==> src/rtl/button_conditioner_pkg.sv <==
// Shared types and constants for the button conditioner: debounce state
// encoding, button index assignments and the stability counter width.
package button_conditioner_pkg;

   localparam int CNT_W   = 8;
   localparam int NUM_BTN = 3;

   localparam int BTN_WR  = 0;
   localparam int BTN_INC = 1;
   localparam int BTN_DEC = 2;

   typedef enum logic [1:0] {
      ST_IDLE         = 2'd0,
      ST_PRESS_WAIT   = 2'd1,
      ST_HELD         = 2'd2,
      ST_RELEASE_WAIT = 2'd3
   } db_state_e;

endpackage

==> src/rtl/button_conditioner_debounce.sv <==
// One button channel: 2-flop synchronizer, polarity fix-up and a debounce
// FSM whose stability counter only advances on i_ena ticks.
module button_debounce
   import button_conditioner_pkg::*;
#(
   parameter int DEBOUNCE_TICKS = 4,
   parameter int BTN_ACTIVE_LOW = 1
) (
   input  logic i_clk,
   input  logic i_reset_n,
   input  logic i_ena,
   input  logic i_btn_raw,
   output logic o_level,
   output logic o_press,
   output logic o_held
);

   localparam logic [CNT_W-1:0] TARGET = CNT_W'(DEBOUNCE_TICKS);
   localparam bit SINGLE_TICK = (DEBOUNCE_TICKS <= 1);

   logic             sync1_q, sync2_q;
   logic             pressed;
   db_state_e        state_q, state_d;
   logic [CNT_W-1:0] cnt_q, cnt_d;
   logic             level_q, level_d;
   logic             press_d;

   always_ff @(posedge i_clk or negedge i_reset_n) begin
      if (!i_reset_n) begin
         sync1_q <= 1'b0;
         sync2_q <= 1'b0;
      end else begin
         sync1_q <= i_btn_raw;
         sync2_q <= sync1_q;
      end
   end

   assign pressed = (BTN_ACTIVE_LOW != 0) ? ~sync2_q : sync2_q;

   // A single stable tick already satisfies a threshold of one, so skip the wait states.
   always_comb begin
      state_d = state_q;
      cnt_d   = cnt_q;
      press_d = 1'b0;
      if (i_ena) begin
         case (state_q)
            ST_IDLE: begin
               if (pressed) begin
                  if (SINGLE_TICK) begin
                     state_d = ST_HELD;
                     cnt_d   = '0;
                     press_d = 1'b1;
                  end else begin
                     state_d = ST_PRESS_WAIT;
                     cnt_d   = CNT_W'(1);
                  end
               end
            end
            ST_PRESS_WAIT: begin
               if (!pressed) begin
                  state_d = ST_IDLE;
                  cnt_d   = '0;
               end else if (cnt_q + CNT_W'(1) >= TARGET) begin
                  state_d = ST_HELD;
                  cnt_d   = '0;
                  press_d = 1'b1;
               end else begin
                  cnt_d = cnt_q + CNT_W'(1);
               end
            end
            ST_HELD: begin
               if (!pressed) begin
                  if (SINGLE_TICK) begin
                     state_d = ST_IDLE;
                     cnt_d   = '0;
                  end else begin
                     state_d = ST_RELEASE_WAIT;
                     cnt_d   = CNT_W'(1);
                  end
               end
            end
            ST_RELEASE_WAIT: begin
               if (pressed) begin
                  state_d = ST_HELD;
                  cnt_d   = '0;
               end else if (cnt_q + CNT_W'(1) >= TARGET) begin
                  state_d = ST_IDLE;
                  cnt_d   = '0;
               end else begin
                  cnt_d = cnt_q + CNT_W'(1);
               end
            end
            default: begin
               state_d = ST_IDLE;
               cnt_d   = '0;
            end
         endcase
      end
      level_d = (state_d == ST_HELD) || (state_d == ST_RELEASE_WAIT);
   end

   always_ff @(posedge i_clk or negedge i_reset_n) begin
      if (!i_reset_n) begin
         state_q <= ST_IDLE;
         cnt_q   <= '0;
         level_q <= 1'b0;
      end else begin
         state_q <= state_d;
         cnt_q   <= cnt_d;
         level_q <= level_d;
      end
   end

   assign o_level = level_q;
   assign o_press = press_d;
   assign o_held  = (state_q == ST_HELD);

endmodule

==> src/rtl/button_conditioner.sv <==
// Three-button conditioner: per-button debounce, i_ena-aligned event pulses and
// inc/dec conflict suppression. Define BUTTON_AUTOREPEAT_EN for inc/dec auto-repeat.
module button_conditioner
   import button_conditioner_pkg::*;
#(
   parameter int DEBOUNCE_TICKS = 4,
   parameter int BTN_ACTIVE_LOW = 1,
   parameter int REPEAT_DELAY   = 50,
   parameter int REPEAT_PERIOD  = 10
) (
   input  logic               i_clk,
   input  logic               i_reset_n,
   input  logic               i_ena,
   input  logic [NUM_BTN-1:0] i_btn,
   output logic               o_wr_pulse,
   output logic               o_sel_inc_pulse,
   output logic               o_sel_dec_pulse,
   output logic [NUM_BTN-1:0] o_btn_level
);

   logic [NUM_BTN-1:0] press, held, level;
   logic               rep_inc, rep_dec;
   logic               unused_held;
   logic               inc_evt, dec_evt;
   logic               wr_q, wr_d, inc_q, inc_d, dec_q, dec_d;

   for (genvar g = 0; g < NUM_BTN; g++) begin : g_btn
      button_debounce #(
         .DEBOUNCE_TICKS(DEBOUNCE_TICKS),
         .BTN_ACTIVE_LOW(BTN_ACTIVE_LOW)
      ) u_debounce (
         .i_clk    (i_clk),
         .i_reset_n(i_reset_n),
         .i_ena    (i_ena),
         .i_btn_raw(i_btn[g]),
         .o_level  (level[g]),
         .o_press  (press[g]),
         .o_held   (held[g])
      );
   end

`ifdef BUTTON_AUTOREPEAT_EN
   localparam logic [CNT_W-1:0] REP_DELAY_T  = CNT_W'(REPEAT_DELAY);
   localparam logic [CNT_W-1:0] REP_PERIOD_T = CNT_W'(REPEAT_PERIOD);

   logic [1:0][CNT_W-1:0] rep_cnt_q, rep_cnt_d;
   logic [1:0]            rep_phase_q, rep_phase_d;
   logic [1:0]            rep_evt;

   // Index 0 tracks increment, 1 tracks decrement; phase 1 means the initial delay has elapsed.
   always_comb begin
      rep_cnt_d   = rep_cnt_q;
      rep_phase_d = rep_phase_q;
      rep_evt     = '0;
      for (int i = 0; i < 2; i++) begin
         if (!held[BTN_INC + i]) begin
            rep_cnt_d[i]   = '0;
            rep_phase_d[i] = 1'b0;
         end else if (i_ena) begin
            if (rep_cnt_q[i] + CNT_W'(1) >= (rep_phase_q[i] ? REP_PERIOD_T : REP_DELAY_T)) begin
               rep_evt[i]     = 1'b1;
               rep_cnt_d[i]   = '0;
               rep_phase_d[i] = 1'b1;
            end else begin
               rep_cnt_d[i] = rep_cnt_q[i] + CNT_W'(1);
            end
         end
      end
   end

   always_ff @(posedge i_clk or negedge i_reset_n) begin
      if (!i_reset_n) begin
         rep_cnt_q   <= '0;
         rep_phase_q <= '0;
      end else begin
         rep_cnt_q   <= rep_cnt_d;
         rep_phase_q <= rep_phase_d;
      end
   end

   assign rep_inc     = rep_evt[0];
   assign rep_dec     = rep_evt[1];
   assign unused_held = held[BTN_WR];
`else
   assign rep_inc     = 1'b0;
   assign rep_dec     = 1'b0;
   assign unused_held = ^held;
`endif

   assign inc_evt = press[BTN_INC] | rep_inc;
   assign dec_evt = press[BTN_DEC] | rep_dec;

   // Events only arise on i_ena ticks, so a new event wins over the clear of the previous pulse.
   always_comb begin
      wr_d  = press[BTN_WR]       ? 1'b1 : (i_ena ? 1'b0 : wr_q);
      inc_d = (inc_evt & ~dec_evt) ? 1'b1 : (i_ena ? 1'b0 : inc_q);
      dec_d = (dec_evt & ~inc_evt) ? 1'b1 : (i_ena ? 1'b0 : dec_q);
   end

   always_ff @(posedge i_clk or negedge i_reset_n) begin
      if (!i_reset_n) begin
         wr_q  <= 1'b0;
         inc_q <= 1'b0;
         dec_q <= 1'b0;
      end else begin
         wr_q  <= wr_d;
         inc_q <= inc_d;
         dec_q <= dec_d;
      end
   end

   assign o_wr_pulse      = wr_q;
   assign o_sel_inc_pulse = inc_q;
   assign o_sel_dec_pulse = dec_q;
   assign o_btn_level     = level;

endmodule

==> config.mk <==
export PLATFORM = sky130hd
export DESIGN_NAME = button_conditioner
export DESIGN_NICKNAME = d
export VERILOG_FILES = /design/src/rtl/button_conditioner_pkg.sv /design/src/rtl/button_conditioner_debounce.sv /design/src/rtl/button_conditioner.sv
export SDC_FILE = /design/constraint.sdc
export NUM_CORES = 1
export LEC_CHECK = 0
export BUFFER_PORTS_ARGS = -buffer_cell sky130_fd_sc_hd__buf_2
export CAP_MARGIN = 30
export CORE_MARGIN = 2
export CORE_UTILIZATION = 40
export CTS_CLUSTER_DIAMETER = 200
export DETAILED_ROUTE_END_ITERATION = 16
export SETUP_SLACK_MARGIN = 0.5
export SYNTH_ARGS = -nofsm -noshare
export SYNTH_HDL_FRONTEND = slang
export SYNTH_SLANG_ARGS = --single-unit
==> constraint.sdc <==
create_clock -name i_clk -period 2.2 [get_ports i_clk]
set_input_delay 0.11 -clock i_clk [delete_from_list [all_inputs] [get_ports i_clk]]
set_output_delay 0.11 -clock i_clk [all_outputs]
set_load 0.01 [all_outputs]
==> key figures <==
Drt
  – Met3 routed WL: 120 um
  – WL final: 3230 um
  – Max Used Layer: met4
  – Post-route DRC: 0
  – WL/cell: 13.7 um
  – Post-DRT Antenna Nets: 0
  – Vias: 1252
  – DRT met1 WL: 1500 um
  – Met2 wire len: 1560 um
  – DRT Pass-1 Iters: 4
  – Vias per Instance: 5.33
  – DR iter-0 viols: 82

Final layout
  – Non-Filler Instances: 235
  – # nets final: 192
  – Antenna diode count: 0
  – Share of post-route cells with drive strength above 1: 0.208
  – Fill cells: 400
  – Most common cell after layout, fill and taps aside: dfrtp_1
  – P&R area growth vs syn: 15.7%
  – Most frequent cells in the layout: dfrtp_1, and2_1, buf_2

Yosys
  – Warnings from Yosys: 0
  – Synth Instances: 161
  – Yosys top cell area share: 0.577
  – Sequential area share after synthesis: 0.577
  – Distinct cells, synth: 39
  – Main flop type after synthesis: dfrtp_1
  – Synth top area cells: dfrtp_1, and2_1, mux2i_1, xnor2_1, o21ai_0
  – EDFF count, synth: 0
  – #FFs+latches synth: 42
  – Async SR Flop Fraction: 1.00
  – Cell Area, Synth: 1820 um^2
  – Syn Nets: 170
  – Post-synth top area cell: dfrtp_1
  – Mapped Avg Cell Area: 11.3 um^2

Floorplan
  – Die ar.: 5110 um^2
  – Starting Density: 0.415
  – Num ports: 12
  – Die Y: 71.5 um
  – Rows: 24
  – Die width: 71.5 um
  – Placeable Area: 4380 um^2

GRT
  – Global-route wire length before repair: 5290 um
  – GRT Total Usage: 0.131
  – Pin count of the biggest net entering global routing: 43
  – Vias in the first global route: 1184
  – Initial antenna violation count: 0
  – GRT overflow: 0

CTS
  – Clock transition at the registers of the reported paths: 0.07 ns
  – CTS buffer count: 5
  – Clock sink count: 42
  – CTS tree: yes
  – Clock latency on the worst-skew pair: 0.28 ns
  – H-tree levels: 2
  – Max Root-Sink Buffers: 2
  – Root buffer cell: clkbuf_8

Setup path
  – WP data arrival: 1.91 ns
  – Max Fanout on Critical Path: 5
  – R2R Path End: g_btn[1].u_debounce.cnt_q[0]
  – Reg2reg path depth: 4
  – Worst setup EP type: flip-flop
  – Critical path required time: 2.42 ns
  – Setup crit end: g_btn[1].u_debounce.cnt_q[0]
  – Crit path launch type: flip-flop
  – R2R setup slack: 0.51 ns
  – Setup crit start: g_btn[1].u_debounce.cnt_q[4]
  – WS Path Type: reg -> reg
  – FF-to-FF Start: g_btn[1].u_debounce.cnt_q[4]

Timing
  – RSZ-0062 raised after global routing: true
  – Hold Fails Final Rpt: 0
  – Final Cycle Share: 0.768
  – Worst-Margin Slew: 0.904 ns
  – Final setup viols: 0
  – Max-slew violation count: 0
  – Fmax: 0.592 GHz
  – Fin crit period: 1.69 ns
  – Final setup TNS: 0 ns
  – Slew margin rel.: 0.397
  – Setup Skew: 0.00413 ns

Power
  – Leak: 0.998 nW
  – Worst vdd ir: 0.442 mV
  – Pwr Density: 947 nW/um^2

Place
  – Placed wire-length estimate: 2070 um
  – GP Congestion: 0.742
  – Placed instance count: 219
  – Buffers on Ports: 11

Hold path
  – Hold Path Class: in -> reg

Flow run
  – Max cap viols: 0

Status
  – Outcome: complete, no violations
critical path: stages, from the launching register on:
cell and delay (ns):
dfrtp_1 0.38, or4_1 0.52, o31a_1 0.31, mux2_2 0.29, a21oi_2 0.13
timing repair:
item / CTS / global route
hold buffers: 4 / 0
gates resized for setup: 3 / 8
hold endpoints to repair: 45 / 0
pin swaps: 1 / 8
setup buffers: 2 / 3
setup endpoints to repair: 8 / 13
routing by layer:
metal	GRT usage	vias to the layer above
li1	-	611
met1	0.161	613
met2	0.220	22
met3	0.0352	6
met4	0.0524	0
met5	0	-
stage by stage:
stage                     hold WS (ns)   util  power, mW  setup slack [ns]  cell area (um^2)
after global routing             0.265  0.481       2.14             0.442              2110
final                            0.260  0.481       1.99             0.510              2110
after floorplan                 -0.186      -       1.36             0.560              1820
after global placement           0.218  0.436       1.44             0.515              1910
after detailed placement         0.221  0.436       1.46             0.465              1910
after CTS                        0.239  0.469       1.97             0.498              2060
power by group:
group	leakage, nW	switching [mW]	internal [mW]
Clock	0.0438	0.247	0.213
Combinational	0.421	0.256	0.232
Sequential	0.533	0.140	0.906
Total	0.998	0.644	1.35
layout make-up:
class                      count  area [um^2]  area share
clock inverter                 2         10.0     0.00475
timing repair buffer          20          133      0.0629
tap                           52         65.1      0.0309
sequential                    42         1050       0.500
clock buffer                   5         68.8      0.0327
inverter                       6         22.5      0.0107
multi-input combinational    108          754       0.358
kinds of logic after synthesis:
kind of cell | synth area share
and+or+nand+nor | 0.177
DFF | 0.577
AOI/OAI and AO/OA | 0.127
buffers and inverters | 0.0289
muxes | 0.0454
xor gates and xnor gates | 0.0241
adders and majority gates | 0.0206
state kept, by name, indices dropped and copies added (netlist names):
signal	cells
g_btn.u_debounce.cnt_q	24
g_btn.u_debounce.state_q	6
g_btn.u_debounce.o_level	3
g_btn.u_debounce.sync1_q	3
g_btn.u_debounce.sync2_q	3
o_sel_dec_pulse	1
o_sel_inc_pulse	1
o_wr_pulse	1
how the worst min path moves through the flow:
stage | depth (start not counted) | from | end | slack, ns
final | 3 | i_ena | g_btn[2].u_debounce.state_q[0] | 0.26
after global routing | 3 | i_ena | g_btn[2].u_debounce.state_q[0] | 0.27
after CTS | 3 | i_ena | g_btn[2].u_debounce.state_q[0] | 0.24
after detailed placement | 1 | i_btn[2] | g_btn[2].u_debounce.sync1_q | 0.22
after global placement | 1 | i_btn[0] | g_btn[0].u_debounce.sync1_q | 0.22
after floorplan | 0 | i_reset_n | g_btn[0].u_debounce.cnt_q[0] | -0.19
cells in the mapped netlist, types with 2 or more instances:
| library cell | number |
|---|---|
| dfrtp_1 | 42 |
| and2_1 | 20 |
| nand2_1 | 9 |
| o21ai_0 | 8 |
| nor2_1 | 7 |
| inv_1 | 6 |
| mux2i_1 | 6 |
| a21oi_1 | 5 |
| nand4_1 | 5 |
| xnor2_1 | 5 |
| nor3_1 | 4 |
| a31o_2 | 3 |
| a31oi_1 | 3 |
| buf_4 | 3 |
| ha_1 | 3 |
| a21boi_0 | 2 |
| a21o_1 | 2 |
| and3_1 | 2 |
| clkbuf_1 | 2 |
| mux2_2 | 2 |
| nand3_1 | 2 |
| nor4_1 | 2 |
| or4_1 | 2 |
No activity file was read; power rests on OpenSTA's default activity.
